File: src/rtl/v_data_setup.sv
// Purpose: feeds 16-byte ifmap words into per-column FIFOs with a diagonal byte skew,
//          so that a broadcast read of the FIFOs presents a systolic wavefront.
// Latency: column i lags column 0 by i steps. One step per fire. done follows the last fire by 1 cycle.
// Backpressure: no step while any active FIFO is full. The delay lines hold, so no byte is lost or duplicated.
// Optional: define V_SETUP_STALL_CNT_EN to count RUN cycles without a fire on stall_cycles.
module v_data_setup #(
    parameter int LEN_W   = 10,
    parameter int STALL_W = 16
) (
    input  logic               clk,
    input  logic               rst,
    input  logic [1:0]         mode,
    input  logic               start,
    input  logic [LEN_W-1:0]   num_words,
    output logic               busy,
    output logic               done,
    input  logic [127:0]       in_data,
    input  logic               in_valid,
    output logic               in_ready,
    output logic [15:0][7:0]   out_col,
    output logic [15:0]        fifo_WVALID_col,
    input  logic [15:0]        fifo_WREADY_col,
    output logic [STALL_W-1:0] stall_cycles
);

    typedef enum logic [1:0] {
        IDLE = 2'd0,
        RUN  = 2'd1,
        DONE = 2'd2
    } state_t;

    state_t           state;
    logic             pw;         // 1: pointwise (8 columns), 0: depthwise (15 columns)
    logic [LEN_W-1:0] n_lat;
    logic [LEN_W:0]   step;       // one extra bit so N+A-2 never wraps
    logic [LEN_W:0]   n_ext;
    logic [LEN_W:0]   last_step;
    logic [15:0]      act_mask;
    logic             have_word;
    logic             all_rdy;
    logic             fire;
    logic             accept;
    logic [15:0][7:0] stage_in;
    logic [7:0]       col_tap [16];

    assign accept    = (state == IDLE) && start && (mode == 2'd1 || mode == 2'd2);
    assign n_ext     = {1'b0, n_lat};
    // The last step is N+A-2, which is N+6 for pointwise and N+13 for depthwise.
    assign last_step = n_ext + (pw ? (LEN_W+1)'(6) : (LEN_W+1)'(13));
    assign act_mask  = pw ? 16'h00FF : 16'h7FFF;
    assign have_word = step < n_ext;
    // WREADY is a registered not-full flag, so the strobes can depend on it combinationally.
    assign all_rdy   = &(fifo_WREADY_col | ~act_mask);
    assign fire      = (state == RUN) && all_rdy && (!have_word || in_valid);
    assign in_ready  = (state == RUN) && all_rdy && have_word;
    assign fifo_WVALID_col = fire ? act_mask : 16'h0000;

    // Once all N words are consumed, zeros are fed in to flush the skew tail.
    always_comb begin
        stage_in = '0;
        for (int i = 0; i < 16; i++) begin
            stage_in[i] = have_word ? in_data[8*i +: 8] : 8'h00;
        end
    end

    assign col_tap[0] = stage_in[0];

    generate
        for (genvar c = 1; c < 16; c++) begin : g_skew
            logic [7:0] dly [0:c-1];
            // Shift one byte per fire. Clear on reset and on every accepted start.
            always_ff @(posedge clk) begin
                if (rst || accept) begin
                    for (int k = 0; k < c; k++) dly[k] <= 8'h00;
                end else if (fire) begin
                    dly[0] <= stage_in[c];
                    for (int k = 1; k < c; k++) dly[k] <= dly[k-1];
                end
            end
            assign col_tap[c] = dly[c-1];
        end
    endgenerate

    // Drive a column byte only when it is actually written. Otherwise drive zero.
    always_comb begin
        out_col = '0;
        for (int i = 0; i < 16; i++) begin
            out_col[i] = (fire && act_mask[i]) ? col_tap[i] : 8'h00;
        end
    end

    // Transfer control FSM with registered busy/done.
    always_ff @(posedge clk) begin
        if (rst) begin
            state <= IDLE;
            busy  <= 1'b0;
            done  <= 1'b0;
            step  <= '0;
            pw    <= 1'b0;
            n_lat <= '0;
        end else begin
            case (state)
                IDLE: begin
                    done <= 1'b0;
                    if (accept) begin
                        pw    <= (mode == 2'd2);
                        n_lat <= num_words;
                        step  <= '0;
                        if (num_words == '0) begin
                            state <= DONE;
                            done  <= 1'b1;
                            busy  <= 1'b0;
                        end else begin
                            state <= RUN;
                            busy  <= 1'b1;
                        end
                    end
                end
                RUN: begin
                    if (fire) begin
                        step <= step + 1'b1;
                        if (step == last_step) begin
                            state <= DONE;
                            busy  <= 1'b0;
                            done  <= 1'b1;
                        end
                    end
                end
                DONE: begin
                    done  <= 1'b0;
                    state <= IDLE;
                end
                default: begin
                    state <= IDLE;
                    busy  <= 1'b0;
                    done  <= 1'b0;
                end
            endcase
        end
    end

`ifdef V_SETUP_STALL_CNT_EN
    logic [STALL_W-1:0] stall_q;

    // Count RUN cycles without a fire. Saturate, and hold outside RUN.
    always_ff @(posedge clk) begin
        if (rst || accept) begin
            stall_q <= '0;
        end else if (state == RUN && !fire && stall_q != '1) begin
            stall_q <= stall_q + 1'b1;
        end
    end

    assign stall_cycles = stall_q;
`else
    assign stall_cycles = '0;
`endif

endmodule

File: config.mk
export PLATFORM = sky130hd
export DESIGN_NAME = v_data_setup
export DESIGN_NICKNAME = d
export VERILOG_FILES = /design/src/rtl/v_data_setup.sv
export SDC_FILE = /design/constraint.sdc
export NUM_CORES = 1
export LEC_CHECK = 0
export ABC_AREA = 0
export ABC_CLOCK_PERIOD_IN_PS = 25100
export CORE_AREA = 5 5 263 265
export DETAILED_ROUTE_END_ITERATION = 12
export DIE_AREA = 0 0 268 270
export PLACE_DENSITY = 0.81
export SLEW_MARGIN = 20
export SYNTH_ARGS = -nofsm -noshare
export SYNTH_HDL_FRONTEND = slang
export SYNTH_SLANG_ARGS = --single-unit
export TNS_END_PERCENT = 30
File: constraint.sdc
create_clock -name clk -period 25.1 [get_ports clk]
set_input_delay 3.765 -clock clk [delete_from_list [all_inputs] [get_ports clk]]
set_output_delay 3.765 -clock clk [all_outputs]
set_load 0.1 [all_outputs]
==> results_dict.tcl <==
set metrics [dict create \
    num_rows 95 \
    cts_tree "done" \
    wl_mm 57.5 \
    syn-instance-count 2283 \
    dieArea_sq_mm 0.0724 \
    grt_usage_pct 15.4 \
    grt_pass1_wl_mm 91.6 \
    crit_required_ps 21330 \
    cts.repair.resized 0 \
    clkTransAtPathRegs_ps 60 \
    port_buffers 288 \
    synth_warnings 0 \
    avgSynthCellArea_sq_um 15.0 \
    ys_types 47 \
    clock_tree.buffer_depth 3 \
    dp.cells 3241 \
    hold_path_class "register to register" \
    area_growth_pct 17.0 \
    tns_ps 0 \
    synth-main-ff-cell "edfxtp_1" \
    relSlewSlack_pct 24.7 \
    overflow 0 \
    ir_drop_mv 0.0440 \
    ctsHoldBuffers 0 \
    die_h_um 270 \
    htreeDepth 3 \
    tightestPinTransition_ps 1130 \
    finalSetupViolations 0 \
    rsz0062_at_grt "false" \
    slew_violations 0 \
    cts_root_buffer "clkbuf_16" \
    via_count 18000 \
    cap_violations 0 \
    p_leak_nw 17.5 \
    place.gp.congestion 0.853 \
    final_cells 3402 \
    p_per_area_mw_per_mm2 76.1 \
    hold_violations 0 \
    syn-cell-area_sq_mm 0.0343 \
    cp_max_fo 133 \
    drt_pre_antenna_iters 6 \
    fmax_mhz 83.6 \
    ys_ff_latch 866 \
    antenna_found_initial 2 \
    synth_edf_count 840 \
    num_io_pins 323 \
    synth-seq-area-share_pct 75.1 \
    fin_nets 2635 \
    async_flop_share_pct 0 \
    place_ws_ps 13220 \
    clkSinkCount 866 \
    drt_iter0_markers 1616 \
    grt_pass1_vias 17800 \
    clk_latency_ps 610 \
    hold_ws_ps 485 \
    cts_buffers 88 \
    drive_gt1_share_pct 6.05 \
    chipWidth_um 268 \
    setup.worst_path.end_class "primary output" \
    core_sq_mm 0.0666 \
    post-cts-setup-buffers 0 \
    period_share_pct 47.7 \
    worstSetupStartpointType "input port" \
    min_period_ps 11960 \
    grt_start_max_net_pins 360 \
    status "finished, final reports clean" \
    finClkSkew_ps 18.9 \
    route.detailed.drc 0 \
    start_util_pct 51.5 \
    hpwl_mm 31.9 \
    antenna_left 0 \
    worstPathArrival_ps 8200 \
    critical_path_class "input port to primary output" \
    wl_per_cell_um 16.9 \
    vias_per_cell 5.30 \
    setup_slack_ps 13140 \
]
[synth_stat cells, drive strengths merged, types with 6 or more instances]
cell type	number	share of area, %
a21oi	24	0.35
o21ai	11	0.16
nand3	6	0.088
nand2b	6	0.11
and2	163	3.0
nor2	21	0.23
dfxtp	26	1.5
nand2	35	0.38
buf	90	1.8
edfxtp	840	74
and3	806	15
xnor2	8	0.20
clkbuf	157	1.7
ha	14	0.51
xor2	8	0.20
inv	11	0.12
[cells by family (layout without fill, tap and decap cells)]
kind of cell             Yosys count  after routing  share of synthesized area [%]
buffers and inverters            258            478                           3.61
other                              1             27                         0.0109
XOR/XNOR                          17             17                          0.474
adder cells (fa/ha/maj)           15             15                          0.569
AND/OR/NAND/NOR                 1067           1067                           19.1
AO/OA/AOI/OAI                     58             58                           1.12
flip-flops                       866            866                           75.1
multiplexers                       1              1                         0.0292
[stage by stage]
step / util, % / cell area [sq um] / total power, mW
global route: 60.3 / 40100 / 3.18
CTS: 60.2 / 40100 / 3.09
finish: 60.3 / 40100 / 3.05
floorplan: - / 34400 / 1.88
global placement: 56.2 / 37400 / 1.87
detailed placement: 56.2 / 37400 / 1.88
[placed cells by master, fill, tap and decap left out, drive strengths merged, types with 2 or more instances in the layout]
cell type	synthesis	layout
edfxtp	840	840
and3	806	806
clkdlybuf4s50	0	288
and2	163	163
clkbuf	157	111
clkinv	0	40
nand2	35	35
dfxtp	26	26
conb	1	25
a21oi	24	24
buf	90	22
nor2	21	21
ha	14	14
o21ai	11	11
inv	11	11
xor2	8	8
xnor2	8	8
nand3	6	6
nand2b	6	6
nand4	5	5
o2111ai	5	5
nor3	5	5
a211o	4	4
a211oi	4	4
nor4	3	3
nor2b	3	3
or3	3	3
or4	3	3
bufinv	0	3
clkinvlp	0	3
diode	0	2
a21o	2	2
a2111oi	2	2
and4	2	2
nor3b	2	2
a221oi	2	2
nor4b	2	2
[area by class of cell]
| cell class | count | area, sq um |
|---|---|---|
| repair buffers | 310 | 3130 |
| multi-input cells | 1183 | 7440 |
| inverters | 11 | 41.3 |
| diodes | 2 | 5.00 |
| fillers | 4891 | 26400 |
| flip-flops and latches | 866 | 25700 |
| clock buffers | 111 | 2350 |
| well taps | 873 | 1090 |
| clock inverters | 46 | 318 |
[per-layer routing]
metal	GRT usage (%)	part of all wire (%)	wire (um)	up-vias
li1	-	-	-	8833
met1	20.1	41	23600	8634
met2	25.9	50	29000	444
met3	3.32	6.1	3490	113
met4	4.98	2.3	1320	0
met5	0	0	0	-
[sequential cells by signal, summed over array words and instances, names as in the netlist]
signal      flops
n_lat          10
step           11
g_skew.dly    840
done            1
busy            1
pw              1
state           2
[path summary, 6_finish.rpt]
path | startpoint | endpoint | cells after the start | slack (ps)
worst max-delay path | fifo_WREADY_col[13] | out_col[86] | 9 | 13140
worst min-delay path | n_lat[0] | n_lat[0] | 2 | 480
worst max register to register | pw | g_skew[5].dly[0][16] | 9 | 18910
worst min register to register | n_lat[0] | n_lat[0] | 2 | 480
[worst max-delay path: stages]
cell	delay, ps
clkdlybuf4s50_1	470
nand4_1	110
o21ai_0	330
nand2_1	230
a221oi_4	230
buf_4	660
buf_4	830
and3_1	260
clkdlybuf4s50_1	1190
[power by group]
group | leakage [nW] | internal, mW | switching [mW]
logic | 7.05 | 0.0370 | 0.102
clock network | 1.31 | 0.693 | 0.511
registers | 9.13 | 1.69 | 0.0225
total | 17.5 | 2.42 | 0.635
Power figures use the tool's default switching activity.
